===== config.mk =====
export PLATFORM = sky130hd
export DESIGN_NAME = alu_issue_stage
export DESIGN_NICKNAME = d
export VERILOG_FILES = /design/src/rtl/rv32i_pkg.sv /design/src/rtl/alu_decode.sv /design/src/rtl/alu_issue_stage.sv
export SDC_FILE = /design/constraint.sdc
export NUM_CORES = 1
export LEC_CHECK = 0
export ABC_CLOCK_PERIOD_IN_PS = 5700
export CAP_MARGIN = 20
export CORE_MARGIN = 2
export CORE_UTILIZATION = 41
export CTS_CLUSTER_SIZE = 16
export DETAILED_ROUTE_END_ITERATION = 6
export PLACE_DENSITY = 0.73
export SETUP_SLACK_MARGIN = 0.02
export SLEW_MARGIN = 25
export SYNTH_ARGS = -nofsm -noshare
export SYNTH_HDL_FRONTEND = slang
export SYNTH_SLANG_ARGS = --single-unit

===== constraint.sdc =====
create_clock -name clk_i -period 5.7 [get_ports clk_i]
set_input_delay 0.57 -clock clk_i [delete_from_list [all_inputs] [get_ports clk_i]]
set_output_delay 0.57 -clock clk_i [all_outputs]
set_load 0.05 [all_outputs]

===== src/rtl/rv32i_pkg.sv =====
// Shared RV32I constants and ALU op encoding used by the issue stage and the ALU.
package rv32i_pkg;

    typedef enum logic [2:0] {
        ALU_ADD = 3'b000,
        ALU_SUB = 3'b001,
        ALU_AND = 3'b010,
        ALU_OR  = 3'b011,
        ALU_XOR = 3'b100,
        ALU_SLL = 3'b101,
        ALU_SRL = 3'b110,
        ALU_SRA = 3'b111
    } alu_op_e;

    localparam logic [6:0] OPC_OP     = 7'b0110011;
    localparam logic [6:0] OPC_OP_IMM = 7'b0010011;
    localparam logic [6:0] OPC_LUI    = 7'b0110111;
    localparam logic [6:0] OPC_AUIPC  = 7'b0010111;

    localparam logic [6:0] F7_BASE = 7'b0000000;
    localparam logic [6:0] F7_ALT  = 7'b0100000;

    typedef struct packed {
        alu_op_e     op;
        logic [31:0] a;
        logic [31:0] b;
        logic [4:0]  rd;
        logic        rd_we;
        logic        illegal;
    } dec_t;

endpackage


===== src/rtl/alu_decode.sv =====
// Combinational RV32I ALU-class decode: selects op and operands, flags anything else illegal.
module alu_decode
    import rv32i_pkg::*;
(
    input  logic [31:0] instr_i,
    input  logic [31:0] pc_i,
    input  logic [31:0] rs1_data_i,
    input  logic [31:0] rs2_data_i,
    output dec_t        dec_o
);

    logic [6:0] opc;
    logic [2:0] f3;
    logic [6:0] f7;
    logic       legal;
    alu_op_e    op;
    logic [31:0] a;
    logic [31:0] b;

    assign opc = instr_i[6:0];
    assign f3  = instr_i[14:12];
    assign f7  = instr_i[31:25];

    always_comb begin
        legal = 1'b0;
        op    = ALU_ADD;
        a     = '0;
        b     = '0;
        unique case (opc)
            OPC_OP: begin
                legal = 1'b1;
                if (f7 == F7_BASE) begin
                    case (f3)
                        3'b000: op = ALU_ADD;
                        3'b001: op = ALU_SLL;
                        3'b100: op = ALU_XOR;
                        3'b101: op = ALU_SRL;
                        3'b110: op = ALU_OR;
                        3'b111: op = ALU_AND;
                        default: legal = 1'b0;
                    endcase
                end else if (f7 == F7_ALT && f3 == 3'b000) begin
                    op = ALU_SUB;
                end else if (f7 == F7_ALT && f3 == 3'b101) begin
                    op = ALU_SRA;
                end else begin
                    legal = 1'b0;
                end
                if (legal) begin
                    a = rs1_data_i;
                    b = rs2_data_i;
                end
            end
            OPC_OP_IMM: begin
                legal = 1'b1;
                b     = {{20{instr_i[31]}}, instr_i[31:20]};
                case (f3)
                    3'b000: op = ALU_ADD;
                    3'b100: op = ALU_XOR;
                    3'b110: op = ALU_OR;
                    3'b111: op = ALU_AND;
                    3'b001: begin
                        op    = ALU_SLL;
                        legal = (f7 == F7_BASE);
                        b     = {27'b0, instr_i[24:20]};
                    end
                    3'b101: begin
                        op    = (f7 == F7_ALT) ? ALU_SRA : ALU_SRL;
                        legal = (f7 == F7_BASE) || (f7 == F7_ALT);
                        b     = {27'b0, instr_i[24:20]};
                    end
                    default: legal = 1'b0;
                endcase
                a = rs1_data_i;
                // Illegal encodings must present a clean ADD 0,0.
                if (!legal) begin
                    op = ALU_ADD;
                    a  = '0;
                    b  = '0;
                end
            end
            OPC_LUI: begin
                legal = 1'b1;
                b     = {instr_i[31:12], 12'b0};
            end
            OPC_AUIPC: begin
                legal = 1'b1;
                a     = pc_i;
                b     = {instr_i[31:12], 12'b0};
            end
            default: legal = 1'b0;
        endcase
    end

    assign dec_o = '{op: op, a: a, b: b, rd: instr_i[11:7],
                     rd_we: legal && (instr_i[11:7] != 5'd0), illegal: !legal};

endmodule


===== src/rtl/alu_issue_stage.sv =====
// ALU issue stage: decode in front of a 2-entry skid buffer (output reg + skid reg).
module alu_issue_stage
    import rv32i_pkg::*;
(
    input  logic        clk_i,
    input  logic        rst_i,
    input  logic        flush_i,
    input  logic        in_valid_i,
    output logic        in_ready_o,
    input  logic [31:0] instr_i,
    input  logic [31:0] pc_i,
    input  logic [31:0] rs1_data_i,
    input  logic [31:0] rs2_data_i,
    output logic        out_valid_o,
    input  logic        out_ready_i,
    output logic [2:0]  alu_op_o,
    output logic [31:0] a_o,
    output logic [31:0] b_o,
    output logic [4:0]  rd_o,
    output logic        rd_we_o,
    output logic        illegal_o
);

    dec_t dec;
    dec_t out_q, out_d, skid_q, skid_d;
    logic out_valid_q, out_valid_d;
    logic skid_valid_q, skid_valid_d;
    logic in_ready_q, in_ready_d;
    logic accept, drain;

    alu_decode u_dec (
        .instr_i    (instr_i),
        .pc_i       (pc_i),
        .rs1_data_i (rs1_data_i),
        .rs2_data_i (rs2_data_i),
        .dec_o      (dec)
    );

    assign accept = in_valid_i && in_ready_q;
    assign drain  = out_valid_q && out_ready_i;

    always_comb begin
        out_d        = out_q;
        out_valid_d  = out_valid_q;
        skid_d       = skid_q;
        skid_valid_d = skid_valid_q;
        if (flush_i) begin
            out_valid_d  = 1'b0;
            skid_valid_d = 1'b0;
        end else if (!out_valid_q || drain) begin
            // Skid entry is older than anything accepted now, so it goes first.
            if (skid_valid_q) begin
                out_d        = skid_q;
                out_valid_d  = 1'b1;
                skid_valid_d = 1'b0;
            end else if (accept) begin
                out_d       = dec;
                out_valid_d = 1'b1;
            end else begin
                out_valid_d = 1'b0;
            end
        end else if (accept) begin
            skid_d       = dec;
            skid_valid_d = 1'b1;
        end
        in_ready_d = !skid_valid_d;
    end

    always_ff @(posedge clk_i or posedge rst_i) begin
        if (rst_i) begin
            out_q        <= '0;
            out_valid_q  <= 1'b0;
            skid_q       <= '0;
            skid_valid_q <= 1'b0;
            in_ready_q   <= 1'b1;
        end else begin
            out_q        <= out_d;
            out_valid_q  <= out_valid_d;
            skid_q       <= skid_d;
            skid_valid_q <= skid_valid_d;
            in_ready_q   <= in_ready_d;
        end
    end

    assign in_ready_o  = in_ready_q;
    assign out_valid_o = out_valid_q;
    assign alu_op_o    = out_q.op;
    assign a_o         = out_q.a;
    assign b_o         = out_q.b;
    assign rd_o        = out_q.rd;
    assign rd_we_o     = out_q.rd_we;
    assign illegal_o   = out_q.illegal;

endmodule


Word-level counts from Yosys, hierarchy flattened:

Cells that the tools add are included.

* input port bits: 133
* register bits after elaboration: 151
* output and inout port bits: 76
* word-level logic and storage cells: 80

* reductions and logical operators: 21
* bitwise logic cells: 2
* multiplexer cells: 32
* equal/unequal tests: 10

Operator list (number)
* one-hot mux 32 bit (3 select lines): 2
* two-way mux 32 bit: 5
* two-way mux 74 bit: 2
* one-hot mux 3 bit (5 select lines): 2
* == test 7 x 6 -> 1 bit (second input constant): 3
* == test 7 x 5 -> 1 bit (second input constant): 2
* two-way mux 1 bit: 14
* == test 3 bit (second input constant): 4
* two-way mux 3 bit: 4
* zero test 7 bit: 1
* one-hot mux 1 bit (3 select lines): 2
* one-hot mux 3 bit (2 select lines): 1
* AND reduction 3 bit: 2
* OR reduction 6 bit: 1
* logical AND 1 bit: 5
* nonzero test 5 bit: 1
* nonzero test 2 bit: 2
* OR reduction 2 bit: 2
* OR reduction 4 bit: 1
* == test 3 x 1 -> 1 bit (second input constant): 1
* zero test 1 bit: 3
* zero test 3 bit: 1
* logical OR 1 bit: 2
* NOT 1 bit: 2

Depth between registers and ports, before layout:

* depth after elaboration: 10
* mapped depth: 8
* gate-level depth less buffers: 5

Modules after synthesis:

From an unflattened synthesis, not the netlist that was laid out.

* cells, all modules: 546
* area, all modules: 7880.1 sq um

Modules (own cells, without submodules)
* alu_issue_stage: times used 1, cells each 408, area an instance 6812.8 sq um, sequential area each 3779.9 sq um
* alu_decode: times used 1, cells each 138, area an instance 1067.3 sq um, sequential area each 0.0 sq um

Worst setup path after synthesis:

No wires, ideal clock.

* path kind: input -> register
* start point: input port instr_i[14]
* end point: register out_q, in the netlist b_o[0]
* cell stages on the path: 8
* required time: 5.564 ns
* buffers on the path: 3
* slack: 3.431 ns
* setup time: 0.136 ns
* data arrival time: 2.133 ns
* cell sequence: clkbuf_1 -> nor2b_1 -> o32a_1 -> and4b_1 -> buf_2 -> buf_2 -> a22oi_1 -> o22ai_1

* word-level cells in the longest chain between the ends: 10
* elaborated cells on any way between the ends: 22
* classes of those cells: eq/ne (5); mux (12); reduce/logical (5)

Ends and longest elaborated chain
* start: declaration: line alu_issue_stage.sv:10 `input logic [31:0] instr_i,`
* == test 3 bit: line alu_decode.sv:33, alu_decode.sv:44, alu_decode.sv:57
* logical AND 1 bit: line alu_decode.sv:44 `end else if (f7 == F7_ALT && f3 == 3'b101) begin`
* two-way mux 1 bit: line alu_decode.sv:44
* two-way mux 1 bit: line alu_decode.sv:42 `end else if (f7 == F7_ALT && f3 == 3'b000) begin`
* two-way mux 1 bit: line alu_decode.sv:32 `if (f7 == F7_BASE) begin`
* two-way mux 1 bit: line alu_decode.sv:29 `unique case (opc)`
* two-way mux 32 bit: line alu_decode.sv:49 `if (legal) begin`
* one-hot mux 32 bit (3 select lines) *: line alu_decode.sv:29
* two-way mux 74 bit *: line alu_issue_stage.sv:56 `end else if (accept) begin`
* two-way mux 74 bit *: line alu_issue_stage.sv:52 `if (skid_valid_q) begin`
* end signal: assignment: line alu_issue_stage.sv:77 `out_q <= out_d;`
* end: declaration: line alu_issue_stage.sv:25 `dec_t out_q, out_d, skid_q, skid_d;`

Mark *: on every way between the ends. The rest lies on a longest branch, timed or not. The select of a mux whose other input is x is not followed.
A chain may end at the register's enable or synchronous reset.

Final worst setup path:

* start point: register skid_valid_q
* end point: register out_q, in the netlist b_o[29]

* word-level cells in the longest chain between the ends: 2
* elaborated cells on any way between the ends: 3
* classes of those cells: mux (1); reduce/logical (2)

Ends and longest elaborated chain
* start: declaration: line alu_issue_stage.sv:27 `logic skid_valid_q, skid_valid_d;`
* start signal: assignment: line alu_issue_stage.sv:80 `skid_valid_q <= skid_valid_d;`
* nonzero test 2 bit (no line)
* AND reduction 3 bit (no line)

Parallel ways exist; a longest one is shown, timed or not.

==> impl_metrics.ini <==
[synth]
synth-edff-count = 0
synth-seq-cells = 151
synth_area_leaders = dfrtp_1, nand2_1, a31oi_1
yosysMostFrequentCell = nand2_1
ys_async_sr_fraction_pct = 100
yosys.cell_types.count = 45
ys_seq_area_share_pct = 49.0
synth.avg_cell_area_um2 = 8.16
ys_top_cells_by_count = nand2_1, dfrtp_1, nor2_1, clkbuf_1
yosysWarningCount = 0
syn-num-nets = 1078
yosys.area.top_type = dfrtp_1
yosys.area.top_type_share_pct = 48.7
syn_inst = 945
netlist_area_mm2 = 0.00771
synth-main-ff-cell = dfrtp_1

[worst_setup_path]
timing.rr.start = skid_valid_q
slowest_stage = dfrtp_4
crit_type = reg -> reg
slowest_delay_ns = 0.80
critPathArrivalTime_ns = 3.46
cp.required_ns = 6.03
worstPathMaxFanout = 47
startpoint = skid_valid_q
critPathLaunchType = register
crit_chain = a21oi_1 -> or3_1 -> buf_4 -> nor2_4 -> buf_4 -> nand2_1 -> nand3_1
worst_setup_path_end_kind = register
cpMostUsedCell = buf_4

[timing]
maxSlewHeadroom_pct = 35.6
rsz0062_at_grt = false
fin_crit_ns = 3.13
max_freq_mhz = 320
skew_ns = 0.0105
fin_hold_ws_ns = 0.475
period_share_pct = 54.9
slew_viol_final = 0
finalSetupTns_ns = 0
finalSetupViolCount = 0
worst_slew_pin_slew_ns = 0.961
finalHoldViolations = 0

[final_layout]
nNetsFinal = 1237
final_area_mm2 = 0.0105
drive_gt1_share_pct = 5.20
area_delta_synth_final_pct = 36.4
diodes = 0

[clock_network]
cts_tree = yes
clock_path_buffers = 2
post_cts_buffers = 0
cts.sink_count = 151
cts_made_buffers = 17
cts_root_buf = clkbuf_16
insertion_delay_ns = 0.43
cts_max_level = 4
cts_resized = 0
cts_hold_buf = 0
clkSlewWorstSetupHoldPaths_ns = 0.06

[floorplan]
die-height_um = 141
start_util_pct = 41.5
rows = 50
die_w_um = 141
die_area_mm2 = 0.0199
pin_count = 209
core_area_mm2 = 0.0186

[grt]
grtUsageMet1_pct = 33.8
grt_max_degree = 106
grt_usage_pct = 24.3
grtUsageMet2_pct = 37.8
grt_pass1_wl_mm = 38.6
gr-max-usage-layer = met2
grt_pass1_vias = 7178
gr-total-overflow = 0
antenna_found_initial = 1
grt_use_met3_pct = 5.74

[drt]
dr.pass1.iters = 5
wl_per_cell_um = 17.9
drt_iter0_drc = 734
drc_errors = 0
wl_mm = 24.2
routed_via_density = 5.66
ant_nets = 0
vias = 7644

[placement]
gp_congestion = 0.859
post_dp_cell_area_mm2 = 0.00989
numPortBuffers = 208
hpwlAfterDp_mm = 15.3

[min_path]
min-delay-start = skid_q[6]
hold_path_class = reg -> reg

[status]
status = finished, final reports clean

[power_and_ir_drop]
leakage_nw = 4.21
vdd_drop_max_uv = 208
cellPowerDensity_mw_per_mm2 = 324

[job]
cap_violations = 0
==> final timing paths <==
check	to	slack, ns	cells past startpoint
setup reg to reg	b_o[29]	2.57	7
setup / recovery	b_o[29]	2.57	7
hold / removal	skid_q[6]	0.48	2
hold reg to reg	skid_q[6]	0.48	2
min in group asynchronous	a_o[20]	0.67	2
max in group asynchronous	skid_q[48]	3.84	3
==> power breakdown <==
group          total [W]  leakage, nW  switching [W]  internal, W
combinational   0.000891         2.02       0.000553     0.000338
clock            0.00121        0.299       0.000452     0.000755
sequential       0.00131         1.89      0.0000853      0.00122
==> kinds of logic after synthesis <==
kind of cell,after synthesis,synth area share (%)
DFF,151,49.0
and+or+nand+nor,441,25.3
buffers and inverters,87,4.80
xor gates and xnor gates,1,0.114
muxes,7,0.925
AOI/OAI and AO/OA,258,19.8
==> worst max-delay path: cells and delay by family, from the launching register on <==
family	cells	cell delay, ns
AOI/OAI and AO/OA	1	0.18
and+or+nand+nor	4	1.37
DFF	1	0.80
buffers and inverters	2	0.65
==> placed cells by master, fill, tap and decap left out, drive strengths merged, types with 2 or more instances in the layout <==
cell	instances
a21oi	58
a221o	6
a22oi	5
a31oi	49
and2	3
and3	35
and3b	2
and4b	2
buf	14
bufinv	4
clkbuf	20
clkdlybuf4s50	208
clkinv	3
clkinvlp	3
dfrtp	150
inv	6
mux2i	6
nand2	234
nand2b	3
nand3	58
nor2	81
nor2b	5
nor3	6
nor4	4
o211ai	25
o21ai	72
o22ai	35
or3	4
or4	2
==> per-stage QoR <==
| step | instances | total power [W] | worst slack, ns | util (%) |
|---|---|---|---|---|
| 3_3_place_gp | 1319 | 0.00220 | 2.41 | 53.2 |
| 4_1_cts | 1350 | 0.00343 | 2.61 | 56.6 |
| 5_1_grt | 1350 | 0.00355 | 2.35 | 56.6 |
| 2_1_floorplan | 945 | 0.00185 | 1.07 | - |
| 6_report | 1350 | 0.00340 | 2.57 | 56.6 |
| 3_5_place_dp | 1319 | 0.00221 | 2.35 | 53.2 |
==> state kept, by name, indices dropped and copies added, names as in the netlist <==
| name | flops |
|---|---|
| alu_op_o | 3 |
| skid_q | 74 |
| skid_valid_q | 1 |
| illegal_o | 1 |
| b_o | 32 |
| a_o | 32 |
| out_valid_o | 1 |
| in_ready_o | 1 |
| rd_we_o | 1 |
| rd_o | 5 |
==> final cells by class <==
class	count	area, um2
Fill cell	1671	8060
Inverter	5	26.3
Clock buffer	20	457
Sequential cell	151	3780
Tap cell	234	293
Multi-Input combinational cell	707	3590
Clock inverter	11	170
Timing Repair Buffer	222	2200
==> metal layers <==
metal	vias up	wire length [um]
met5	-	8
met4	2	436
met3	40	1970
met2	334	11200
met1	3634	10600
li1	3634	-
Power figures use the tool's default switching activity.
